**src/rtl/arb_pkg.sv**
```systemverilog
// rtl/arb_pkg.sv - shared types and defaults for the arbiter requester
package arb_pkg;

    typedef enum logic [1:0] {
        IDLE  = 2'd0,
        REQ   = 2'd1,
        GRANT = 2'd2,
        COOL  = 2'd3
    } arb_req_state_e;

    localparam int ARB_NUM_CH       = 4;
    localparam int ARB_TIMEOUT_GNT  = 10;
    localparam int ARB_MAX_GNT_HOLD = 3;

endpackage

```
**src/rtl/arb_req_chan.sv**
```systemverilog
// rtl/arb_req_chan.sv - one requester channel: FSM, wait/hold timers, saturating grant counter
module arb_req_chan
    import arb_pkg::*;
#(
    parameter int TIMEOUT_GNT  = ARB_TIMEOUT_GNT,
    parameter int MAX_GNT_HOLD = ARB_MAX_GNT_HOLD,
    parameter int CNT_W        = 8
) (
    input  logic             clock,
    input  logic             rst,
    input  logic             start_i,
    input  logic             gnt_i,
    output logic             req_o,
    output logic             busy_o,
    output logic             done_o,
    output logic             tout_o,
    output logic [CNT_W-1:0] cnt_o,
    output arb_req_state_e   state_o
);

    localparam int WAIT_W = (TIMEOUT_GNT > 1) ? $clog2(TIMEOUT_GNT) : 1;
    localparam int HOLD_W = (MAX_GNT_HOLD > 1) ? $clog2(MAX_GNT_HOLD) : 1;

    arb_req_state_e    state_q, state_d;
    logic [WAIT_W-1:0] wait_q, wait_d;
    logic [HOLD_W-1:0] hold_q, hold_d;
    logic [CNT_W-1:0]  cnt_q, cnt_d;
    logic              req_q, req_d;
    logic              busy_q, busy_d;
    logic              done_q, done_d;
    logic              tout_q, tout_d;

    always_comb begin
        state_d = state_q;
        wait_d  = wait_q;
        hold_d  = hold_q;
        cnt_d   = cnt_q;
        done_d  = 1'b0;
        tout_d  = 1'b0;
        unique case (state_q)
            IDLE: begin
                wait_d = '0;
                if (start_i) state_d = REQ;
            end
            REQ: begin
                // a grant sampled on the timeout edge still counts as on time
                if (gnt_i) begin
                    state_d = GRANT;
                    hold_d  = '0;
                end else if (wait_q == WAIT_W'(TIMEOUT_GNT - 1)) begin
                    state_d = COOL;
                    tout_d  = 1'b1;
                end else begin
                    wait_d = wait_q + 1'b1;
                end
            end
            GRANT: begin
                if (!gnt_i) begin
                    state_d = COOL;
                    done_d  = 1'b1;
                    if (cnt_q != '1) cnt_d = cnt_q + 1'b1;
                end else if (hold_q == HOLD_W'(MAX_GNT_HOLD - 1)) begin
                    state_d = COOL;
                    tout_d  = 1'b1;
                end else begin
                    hold_d = hold_q + 1'b1;
                end
            end
            COOL: begin
                state_d = IDLE;
            end
            default: state_d = IDLE;
        endcase
        req_d  = (state_d == REQ) || (state_d == GRANT);
        busy_d = (state_d != IDLE);
    end

    always_ff @(posedge clock) begin
        if (rst) begin
            state_q <= IDLE;
            wait_q  <= '0;
            hold_q  <= '0;
            cnt_q   <= '0;
            req_q   <= 1'b0;
            busy_q  <= 1'b0;
            done_q  <= 1'b0;
            tout_q  <= 1'b0;
        end else begin
            state_q <= state_d;
            wait_q  <= wait_d;
            hold_q  <= hold_d;
            cnt_q   <= cnt_d;
            req_q   <= req_d;
            busy_q  <= busy_d;
            done_q  <= done_d;
            tout_q  <= tout_d;
        end
    end

    assign req_o   = req_q;
    assign busy_o  = busy_q;
    assign done_o  = done_q;
    assign tout_o  = tout_q;
    assign cnt_o   = cnt_q;
    assign state_o = state_q;

endmodule

```
**src/rtl/arb_requester.sv**
```systemverilog
// rtl/arb_requester.sv - four-channel requester engine with grant protocol checking
module arb_requester
    import arb_pkg::*;
#(
    parameter int TIMEOUT_GNT  = ARB_TIMEOUT_GNT,
    parameter int MAX_GNT_HOLD = ARB_MAX_GNT_HOLD,
    parameter int CNT_W        = 8
) (
    input  logic                        clock,
    input  logic                        rst,
    input  logic [ARB_NUM_CH-1:0]       start,
    input  logic                        gnt1,
    input  logic                        gnt2,
    input  logic                        gnt3,
    input  logic                        gnt4,
    output logic                        req1,
    output logic                        req2,
    output logic                        req3,
    output logic                        req4,
    output logic [ARB_NUM_CH-1:0]       busy,
    output logic [ARB_NUM_CH-1:0]       done,
    output logic [ARB_NUM_CH-1:0]       tout,
    output logic [ARB_NUM_CH*CNT_W-1:0] gnt_cnt,
    output logic                        multi_gnt_err,
    output logic                        spurious_err
);

    logic [ARB_NUM_CH-1:0] gnt_v;
    logic [ARB_NUM_CH-1:0] req_v;
    logic [ARB_NUM_CH-1:0] unowned_v;
    arb_req_state_e        state_v [ARB_NUM_CH];
    logic                  multi_q, multi_d;
    logic                  spur_q, spur_d;

    assign gnt_v = {gnt4, gnt3, gnt2, gnt1};

    for (genvar i = 0; i < ARB_NUM_CH; i++) begin : g_chan
        arb_req_chan #(
            .TIMEOUT_GNT (TIMEOUT_GNT),
            .MAX_GNT_HOLD(MAX_GNT_HOLD),
            .CNT_W       (CNT_W)
        ) u_chan (
            .clock  (clock),
            .rst    (rst),
            .start_i(start[i]),
            .gnt_i  (gnt_v[i]),
            .req_o  (req_v[i]),
            .busy_o (busy[i]),
            .done_o (done[i]),
            .tout_o (tout[i]),
            .cnt_o  (gnt_cnt[i*CNT_W +: CNT_W]),
            .state_o(state_v[i])
        );
        assign unowned_v[i] = gnt_v[i] && ((state_v[i] == IDLE) || (state_v[i] == COOL));
    end

    // clearing the lowest set bit leaves something only when two or more grants are high
    always_comb begin
        multi_d = multi_q || ((gnt_v & (gnt_v - 4'd1)) != '0);
        spur_d  = spur_q || (|unowned_v);
    end

    always_ff @(posedge clock) begin
        if (rst) begin
            multi_q <= 1'b0;
            spur_q  <= 1'b0;
        end else begin
            multi_q <= multi_d;
            spur_q  <= spur_d;
        end
    end

    assign {req4, req3, req2, req1} = req_v;
    assign multi_gnt_err = multi_q;
    assign spurious_err  = spur_q;

endmodule
```
**config.mk**
```make
export PLATFORM = sky130hd
export DESIGN_NAME = arb_requester
export DESIGN_NICKNAME = d
export VERILOG_FILES = /design/src/rtl/arb_pkg.sv /design/src/rtl/arb_req_chan.sv /design/src/rtl/arb_requester.sv
export SDC_FILE = /design/constraint.sdc
export NUM_CORES = 1
export LEC_CHECK = 0
export ABC_AREA = 0
export BUFFER_PORTS_ARGS = -buffer_cell sky130_fd_sc_hd__buf_2
export CAP_MARGIN = 10
export CORE_ASPECT_RATIO = 2
export CORE_MARGIN = 1
export CORE_UTILIZATION = 45
export DETAILED_ROUTE_END_ITERATION = 10
export PLACE_DENSITY = 0.65
export REMOVE_ABC_BUFFERS = 1
export SYNTH_ARGS = -nofsm -noshare
export SYNTH_HDL_FRONTEND = slang
export SYNTH_SLANG_ARGS = --single-unit
```
**constraint.sdc**
```tcl
create_clock -name clock -period 3.75 [get_ports clock]
set_clock_uncertainty 0.15 [all_clocks]
set_input_delay 0 -clock clock [delete_from_list [all_inputs] [get_ports clock]]
set_output_delay 0 -clock clock [all_outputs]
set_load 0.02 [all_outputs]
```
==> summary.md <==
| Metric | Value |
|---|---|
| Status | `finished, violations left` |
| Failing checks | `DRC` |
| Synthesized flop and latch total | `between 80 and 90` |
| Area delta synth->final | `13.71%` |
| Int Pwr | `between 1.5 and 2 mW` |
| CTS root buf | `clkbuf_16` |
| Number of synthesized flops with an enable pin | `0` |
| Register area | `1642 um2` |
| Placement Rows | `50` |
| Pleak | `just over 2 nW` |
| Synthesized area | `approximately 4300 um2` |
| Fin crit period | `between 2000 and 2500 ps` |
| Netlist cell types | `56` |
| WP data required | `3800 ps` |
| CP Data Arrival Time | `approximately 2300 ps` |
| Peak VDD IR | `0.2940 mV` |
| Synth Flop Type | `dfxtp_1` |
| Clock transition at the registers of the reported paths | `around 60 ps` |
| Most frequent cells in the layout | `dfxtp_1, buf_2, nor2_1` |
| Final slew viol count | `0` |
| TNS Setup | `0 ps` |
| CP max FO | `5` |
| Area of the multi-input gates | `~2300 um2` |
| Clk buf depth | `2` |
| DR WL/cell | `roughly 14 um` |
| Chip width | `70.98 um` |
| Die extent in y | `~140 um` |
| Logic gate share of total power | `between 20% and 30%` |
| Max-slew headroom | `roughly three fifths` |
| Filler Cell Count | `about 880` |
| R2R setup slack | `between 1500 and 2000 ps` |
| Die area | `9933 um2` |
| Effective utilization at floorplan | `about 46%` |
| Final wirelength | `between 8000 and 9000 um` |
| Synthesized area per cell | `about 8.6 um2` |
| Reg2Reg Launch Point | `g_chan[3].u_chan.hold_q[0]` |
| Core box area | `9321 um2` |
| Number of global-route vias before repair | `about 3.6k` |
| Placer Congestion | `around 0.8` |
| IO Count | `60` |
| CTS buffer count | `9` |
| Commonest non-fill, non-tap cell in the layout | `dfxtp_1` |
| FMAX | `roughly 0.45 GHz` |
| Total grt overflow | `0` |
| # placed instances | `630` |
| Gr usage total | `19.59%` |
| Max-Cap Viols | `0` |
| Worst setup SP type | `flop` |
| Seq pwr share | `approximately two fifths` |
| CTS tree | `built` |
| Clock sinks | `82` |
| Initial antenna violation count | `0` |
| RSZ-0062 raised after global routing | `no` |
| Initial DRC Count | `between 150 and 200` |
| Yosys warning total | `0` |
| WS Path Type | `flop to flop` |
| Hold Slack | `a little over 300 ps` |
| Clk_lat worst skew | `roughly 330 ps` |
| Port bufs | `59` |
| Sequential share of the synthesized area | `between 30% and 40%` |
| Layout Cells excl Fill | `between 600 and 700` |
| Worst reg2reg endpoint | `g_chan[3].u_chan.req_o` |
| CP Capture Type | `flop` |
| Syn Inst Count | `just under 500` |
| Global-route wire length before repair | `roughly 16,000 um` |
| Period utilization | `between 50 and 60%` |
| R2R depth | `7` |
| Final nets | `roughly 600` |
| Power Dens Cells | `between 400 and 500 nW/um2` |
| Psw | `755.5 uW` |
| Routed Antenna Nets | `0` |
| Hold WC Path Type | `flop to flop` |
| Inserted Diodes | `0` |
| Final setup violation count | `0` |
| First-pass detailed-route iteration total | `7` |
| Hpwl dp | `around 6500 um` |
| Hold Vio Cnt, Final | `0` |
| Ys async rst share | `0%` |
| Setup crit end | `g_chan[3].u_chan.req_o` |
| Largest net degree at the start of global routing | `60` |
| H-Tree Depth | `3` |
| Clock group share of total power | `between 30% and 40%` |
| Least-Margin Pin Slew | `609.0 ps` |
| Via density | `about 5.6` |
| Layout cells sized above 1 | `between 10% and 20%` |
| Via Count | `approximately 3.7k` |
| Switch share | `about a third` |
| DR DRC count | `3` |
| CP startpoint | `g_chan[3].u_chan.hold_q[0]` |
## worst min path at each step
stage          cells after the start           from  slack (ps)                           to
2_1_floorplan                      1            rst         -80      g_chan[1].u_chan.busy_o
3_5_place_dp                       4       start[3]         190  g_chan[3].u_chan.state_o[1]
5_1_grt                            2  multi_gnt_err         340                multi_gnt_err
3_3_place_gp                       4       start[3]         190  g_chan[3].u_chan.state_o[1]
6_report                           2  multi_gnt_err         310                multi_gnt_err
4_1_cts                            2  multi_gnt_err         310                multi_gnt_err
## per-layer routing
layer  GRT usage (%)  vias up  share of wire, %
met5               0        -                 0
met4           8.632        0               2.0
met3           3.597       10               2.9
met2           37.96       65                56
met1           19.62     1759                39
li1                -     1829                 -
## stage by stage
step / power (mW) / cell area (um2) / setup WS (ps) / utilization (%)
global route: 2.570 / 4868 / 1388 / 52.23
finish: 2.403 / 4868 / 1507 / 52.23
global placement: 1.624 / 4531 / 1633 / 48.60
detailed placement: 1.651 / 4531 / 1533 / 48.60
CTS: 2.443 / 4868 / 1517 / 52.23
floorplan: 1.467 / 4098 / 1770 / -
## worst max-delay path, cell delays in order (launching register included)
cell,delay [ps]
dfxtp_1,360
inv_1,60
ha_1,240
nand2b_1,180
and2_2,210
o41ai_1,470
ha_1,320
nor2b_1,120
## final cells by class
class	count	area share [%]
Multi-Input combinational cell	353	48.06
Clock buffer	11	4.986
Inverter	31	2.390
Clock inverter	1	0.1028
Timing Repair Buffer	69	8.070
Sequential cell	82	33.72
Tap cell	104	2.673
## what timing repair did
item                                   in CTS  in global routing
setup endpoints to repair                   0                  0
hold buffers                                9                  0
endpoints found under the hold margin      27                  0
resized for setup                           0                  0
setup buffers                               0                  0
## kinds of logic (layout without fill, tap and decap cells)
family,after synthesis,after routing,share of synthesized area (%)
mux,8,8,1.929
simple gates,191,191,23.76
flops,82,82,38.34
xor+xnor,14,14,2.864
buf+inv,61,112,7.013
compound gates,105,105,15.93
fa+ha+maj,35,35,10.17
## Yosys cell counts (3+ instances only)
| library cell | n | area (um2) |
|---|---|---|
| a211oi_1 | 5 | 37.54 |
| a21oi_1 | 25 | 125.1 |
| a22oi_1 | 9 | 67.56 |
| a31oi_1 | 7 | 43.79 |
| and2_1 | 4 | 25.02 |
| and3_1 | 12 | 75.07 |
| and4b_1 | 3 | 30.03 |
| buf_4 | 13 | 97.59 |
| buf_6 | 3 | 33.78 |
| clkbuf_1 | 13 | 48.80 |
| dfxtp_1 | 82 | 1642 |
| ha_1 | 34 | 425.4 |
| inv_1 | 31 | 116.4 |
| mux2i_1 | 6 | 60.06 |
| nand2_1 | 24 | 90.09 |
| nand2b_1 | 12 | 75.07 |
| nand3_1 | 17 | 85.08 |
| nand3b_1 | 6 | 45.04 |
| nand4_1 | 10 | 62.56 |
| nand4b_1 | 3 | 26.28 |
| nor2_1 | 52 | 195.2 |
| nor2b_1 | 15 | 93.84 |
| nor3_1 | 12 | 60.06 |
| o21a_1 | 4 | 30.03 |
| o21ai_0 | 28 | 140.1 |
| o31ai_1 | 6 | 45.04 |
| or2_2 | 4 | 25.02 |
| or3_1 | 4 | 25.02 |
| or4_1 | 4 | 30.03 |
| xnor2_1 | 6 | 52.55 |
| xor2_1 | 8 | 70.07 |
## registers in the layout (all words and copies together) (netlist names)
| signal | count |
|---|---|
| g_chan.u_chan.req_o | 4 |
| multi_gnt_err | 1 |
| g_chan.u_chan.state_o | 8 |
| g_chan.u_chan.hold_q | 8 |
| spurious_err | 1 |
| g_chan.u_chan.wait_q | 16 |
| g_chan.u_chan.busy_o | 4 |
| g_chan.u_chan.done_o | 4 |
| g_chan.u_chan.cnt_o | 32 |
| g_chan.u_chan.tout_o | 4 |
## power groups by stage
stage          Clock [mW]  Combinational (mW)  Sequential [mW]
6_report            0.771               0.635            0.998
5_1_grt             0.834               0.727             1.01
4_1_cts             0.798               0.648            0.997
3_5_place_dp            0               0.635             1.02
3_3_place_gp            0               0.611             1.01
2_1_floorplan           0               0.412             1.06
Note: power is estimated with default switching activity, not from simulation.
